==> config.mk <==
export PLATFORM = sky130hd
export DESIGN_NAME = gpr_read_sequencer
export DESIGN_NICKNAME = d
export VERILOG_FILES = /design/src/rtl/gpr_read_sequencer.sv
export SDC_FILE = /design/constraint.sdc
export NUM_CORES = 1
export LEC_CHECK = 0
export BUFFER_PORTS_ARGS = -buffer_cell sky130_fd_sc_hd__buf_2
export CELL_PAD_IN_SITES_DETAIL_PLACEMENT = 0
export CELL_PAD_IN_SITES_GLOBAL_PLACEMENT = 1
export CORE_AREA = 2 2 216 218
export DETAILED_ROUTE_END_ITERATION = 6
export DIE_AREA = 0 0 218 220
export GPL_TIMING_DRIVEN = 1
export PLACE_DENSITY = 0.83
export SYNTH_ARGS = -nofsm -noshare
export SYNTH_HDL_FRONTEND = slang
export SYNTH_SLANG_ARGS = --single-unit
export TNS_END_PERCENT = 50
==> constraint.sdc <==
create_clock -name clk -period 2.35 [get_ports clk]
set_clock_uncertainty 0.05 [all_clocks]
set_input_delay 0.1175 -clock clk [delete_from_list [all_inputs] [get_ports clk]]
set_output_delay 0.1175 -clock clk [all_outputs]
set_load 0.02 [all_outputs]
==> src/rtl/gpr_read_sequencer.sv <==
// Operand read sequencer: reads rs1/rs2/rs3 for one instruction through a single
// synchronous GPR read port and presents the collected set with valid/ready.
module gpr_read_sequencer #(
    parameter int NUM_THREADS = 4,
    parameter int NUM_WARPS   = 4,
    parameter int NUM_REGS    = 32,
    parameter int TAG_WIDTH   = 8,
    localparam int WW = (NUM_WARPS > 1) ? $clog2(NUM_WARPS) : 1,
    localparam int RW = $clog2(NUM_REGS),
    localparam int DW = NUM_THREADS * 32
) (
    input  logic                 clk,
    input  logic                 reset,
    input  logic                 req_valid,
    output logic                 req_ready,
    input  logic [WW-1:0]        req_wid,
    input  logic [RW-1:0]        req_rs1,
    input  logic [RW-1:0]        req_rs2,
    input  logic [RW-1:0]        req_rs3,
    input  logic                 req_use_rs3,
    input  logic [TAG_WIDTH-1:0] req_tag,
    output logic                 gpr_rd_en,
    output logic [WW+RW-1:0]     gpr_rd_addr,
    input  logic [DW-1:0]        gpr_rd_data,
    output logic                 rsp_valid,
    input  logic                 rsp_ready,
    output logic [WW-1:0]        rsp_wid,
    output logic [TAG_WIDTH-1:0] rsp_tag,
    output logic [DW-1:0]        rs1_data,
    output logic [DW-1:0]        rs2_data,
    output logic [DW-1:0]        rs3_data
);

    typedef enum logic [1:0] {IDLE, READ, CAPT, RSP} state_t;

    state_t        state, state_nxt;
    logic [RW-1:0] rs1_q, rs2_q, rs3_q;
    logic [2:0]    pend_q;       // operands still to be read, bit0 = rs1
    logic [1:0]    prev_op_q;    // operand whose read data arrives this cycle
    logic          prev_vld_q;
    logic [1:0]    sel;
    logic [2:0]    pend_after;
    logic [RW-1:0] sel_reg;
    logic [2:0]    need;
    logic          accept;

    // x0 is hardwired zero, so it never costs a port access.
    assign need   = {req_use_rs3 && (req_rs3 != '0), req_rs2 != '0, req_rs1 != '0};
    assign accept = req_valid && req_ready;

    // NOTE: every combinational output gets a default first, so no path can infer a latch.
    always_comb begin
        sel        = 2'd2;
        pend_after = pend_q;
        sel_reg    = rs3_q;
        if (pend_q[0]) begin
            sel        = 2'd0;
            pend_after = {pend_q[2:1], 1'b0};
            sel_reg    = rs1_q;
        end else if (pend_q[1]) begin
            sel        = 2'd1;
            pend_after = {pend_q[2], 2'b00};
            sel_reg    = rs2_q;
        end else begin
            pend_after = 3'b000;
        end
    end

    // NOTE: sequential state uses non-blocking assignments so all registers update together.
    always_ff @(posedge clk) begin
        if (reset) state <= IDLE;
        else       state <= state_nxt;
    end

    always_comb begin
        state_nxt = state;
        case (state)
            IDLE: if (accept) state_nxt = (need == 3'b000) ? RSP : READ;
            READ: if (pend_after == 3'b000) state_nxt = CAPT;
            CAPT: state_nxt = RSP;
            RSP:  if (rsp_ready) state_nxt = IDLE;
            default: state_nxt = IDLE;
        endcase
    end

    always_comb begin
        req_ready   = (state == IDLE) && !reset;
        gpr_rd_en   = (state == READ) && !reset;
        rsp_valid   = (state == RSP) && !reset;
        gpr_rd_addr = gpr_rd_en ? {rsp_wid, sel_reg} : '0;
    end

    always_ff @(posedge clk) begin
        if (reset) begin
            rsp_wid    <= '0;
            rsp_tag    <= '0;
            rs1_q      <= '0;
            rs2_q      <= '0;
            rs3_q      <= '0;
            pend_q     <= '0;
            prev_op_q  <= '0;
            prev_vld_q <= 1'b0;
            rs1_data   <= '0;
            rs2_data   <= '0;
            rs3_data   <= '0;
        end else if (accept) begin
            rsp_wid    <= req_wid;
            rsp_tag    <= req_tag;
            rs1_q      <= req_rs1;
            rs2_q      <= req_rs2;
            rs3_q      <= req_rs3;
            pend_q     <= need;
            prev_vld_q <= 1'b0;
            rs1_data   <= '0;
            rs2_data   <= '0;
            rs3_data   <= '0;
        end else begin
            if ((state == READ || state == CAPT) && prev_vld_q) begin
                case (prev_op_q)
                    2'd0:    rs1_data <= gpr_rd_data;
                    2'd1:    rs2_data <= gpr_rd_data;
                    default: rs3_data <= gpr_rd_data;
                endcase
            end
            if (state == READ) begin
                prev_vld_q <= 1'b1;
                prev_op_q  <= sel;
                pend_q     <= pend_after;
            end else begin
                prev_vld_q <= 1'b0;
            end
        end
    end

endmodule

==> run metrics <==
worst slack at placement around 0.24 ns; global-route usage over all layers 0.207; cells on worst reg2reg path 7; synth top area cells dfxtp_1, nand2_1, a21oi_1, clkbuf_1, a22o_1; Routed WL roughly 53000 um; antenna violations before repair 0; syn_area_per_cell approximately 8 um^2; area grow syn2layout 44.9%; Clock power frac 0.392; Remaining DRCs 0; worst hold slack ~0.06 ns; Pint 12100 uW; Chip Width ~220 um; critical path peak fanout 73; Clk Latency, worst-skew pair 0.56 ns; post-DR wirelength/cell ~17 um; Post-synth top cells nand2_1, dfxtp_1, a21oi_1; Pwr Density ~810 mW/mm^2; dominant synthesized flop cell dfxtp_1; setup TNS 0 ns; share of cells above drive strength 1 0.268; Leakage 0.00871 uW; htree depth 2; Clock Path Buffers 3; io pins between 500 and 600; CP Capture Type flop; ys async rst share 0; synthesized area between 0.01 and 0.015 mm^2; CTS tree built; DP Wirelength about 36000 um; layout filler cell count approximately 4500; core box area roughly 0.046 mm^2; fin. max-slew vios 0; switching part of the total 0.284; Remaining Overflow, GRT 0; slew margin rel. 0.665; initial core utilization 0.315; vias in the first global route 13987; Cells after Synth 1805; Final #Nets approximately 2600; Critical Path AT roughly 2.6 ns; Max Freq 463 MHz; Peak supply drop approximately 0.54 mV; Syn. warnings 0; Synth area leader dfxtp_1; outcome finished clean; die area roughly 0.048 mm^2; HP Class in -> reg; gp weighted congestion approximately 0.86; Initial DRT Pass Iterations 5; number of max-cap violations 0; Post CTS Setup Buffer Count 0; area fraction of the dominant cell type after synthesis 0.578; total CTS buffers 44; ANT nets after route 0; top-count cell post-synth nand2_1; Die Ht 220 um; Flop pwr share 0.444; Via density ~4.8; Antenna diodes 0; Final period util 0.919; pin count of the biggest net entering global routing ~80; Vias 14811; RSZ-0062 raised after global routing no; hold path depth 5; number of synthesized flops with an enable pin 0; Post-Syn Nets between 1500 and 2000; violation count after the first detailed-route iteration roughly 1100; setup ws final between 0.15 and 0.2 ns; Worst setup SP type flop; part of the power in combinational logic 0.164; Final Hold Viols 0; root buf cell clkbuf_16; sw power roughly 4800 uW; Final min period around 2.2 ns; WP data required between 2 and 3 ns; worst-margin pin slew 0.502 ns; sequential element share of the synthesized area 0.578; Clock Pin Slew Worst Setup and Hold Paths 0.06 ns; IO buf count ~560; CTS sink cnt approximately 420; synthesized flop and latch total 417; Setup Crit Path Kind reg -> reg; Unique masters post-synth 34; Finish-stage setup viols 0; first-pass GRT wire length 78600 um; Site Rows between 70 and 80
[through the flow]
stage | cell area, um^2 | utilization | cells | total power (uW)
CTS | 20900 | 0.456 | 3107 | 17100
floorplan | 14400 | - | 1805 | 9110
finish | 20900 | 0.456 | 3107 | 16900
detailed placement | 18000 | 0.393 | 2875 | 10200
global route | 20900 | 0.456 | 3107 | 17600
global placement | 18000 | 0.393 | 2875 | 10200
[layer usage]
layer | vias to the layer above | GRT usage | part of all wire
met5 | - | 0 | 0
met4 | 0 | 0.0828 | 0.035
met3 | 113 | 0.0501 | 0.075
met2 | 605 | 0.346 | 0.48
met1 | 6935 | 0.257 | 0.41
li1 | 7158 | - | -
[area by class of cell]
cell class	count	area (um^2)	area share
Inverter	3	11.3	0.000538
Clock buffer	69	1310	0.0624
Clock inverter	7	46.3	0.00221
Sequential cell	417	8350	0.399
Tap cell	607	759	0.0363
Timing Repair Buffer	754	4900	0.234
Multi-Input combinational cell	1250	5560	0.266
[cells by family after synthesis]
kind of cell,Yosys count,synth area share
mux,5,0.00347
buf+inv,138,0.0398
fa+ha+maj,6,0.00511
compound gates,426,0.156
flops,417,0.578
simple gates,813,0.217
[worst max-delay path, stage by stage (launching register included)]
cell and delay [ns]:
dfxtp_1 0.39, inv_1 0.10, ha_1 0.41, nand2_1 0.17
nor3b_4 0.32, buf_12 0.33, nand2_1 0.09, a21oi_1 0.16
[path summary, 6_finish.rpt]
path	from	end	slack [ns]
max	state[1]$_SDFFE_PP0P_	rs2_data[88]$_SDFFE_PP0P_	0.19
min	rsp_ready	state[0]$_SDFFE_PP0P_	0.06
max reg2reg	state[1]$_SDFFE_PP0P_	rs2_data[88]$_SDFFE_PP0P_	0.19
min reg2reg	rs1_data[45]$_SDFFE_PP0P_	rs1_data[45]$_SDFFE_PP0P_	0.40
[cells in the final DEF, fill, tap and decap left out, drive strengths merged]
cell type    synthesis  layout
nand2              770     770
buf                 66     598
dfxtp              417     417
a21oi              393     393
dlygate4sd3          0     156
clkbuf              69      69
a22o                25      25
nor2                16      16
nand2b               6       6
mux2i                5       5
ha                   5       5
clkinv               0       5
inv                  3       5
o21ai                4       4
nor2b                3       3
and2                 3       3
or4                  3       3
nand4b               2       2
nand3                2       2
nor3                 1       1
or3                  1       1
a21o                 1       1
nor3b                1       1
and3                 1       1
or4b                 1       1
nand3b               1       1
maj3                 1       1
a221oi               1       1
a211oi               1       1
nand4                1       1
a311oi               1       1
or2                  1       1
[sequential cells by signal, indices dropped and copies added, names as in the netlist, 2 cells and up]
signal and count:
prev_op_q 2, rs2_q 5, rs1_data 128, rs1_q 5
rs3_data 128, rs3_q 5, pend_q 3, rs2_data 128
state 2, rsp_wid 2, rsp_tag 8
[power by group through the flow]
| stage | logic [uW] | registers, uW | clock network [uW] |
|---|---|---|---|
| after CTS | 2770 | 7520 | 6790 |
| after global placement | 2530 | 7660 | 0 |
| final | 2780 | 7530 | 6640 |
| after floorplan | 1310 | 7800 | 0 |
| after global routing | 3010 | 7550 | 7080 |
| after detailed placement | 2560 | 7670 | 0 |
[timing repair]
action | 4_1_cts | 5_1_grt
endpoints found under the hold margin | 416 | 0
resized for setup | 0 | 1
endpoints found under the setup margin | 0 | 2
hold buffers | 156 | 0
(Power assumes the default switching activity.)
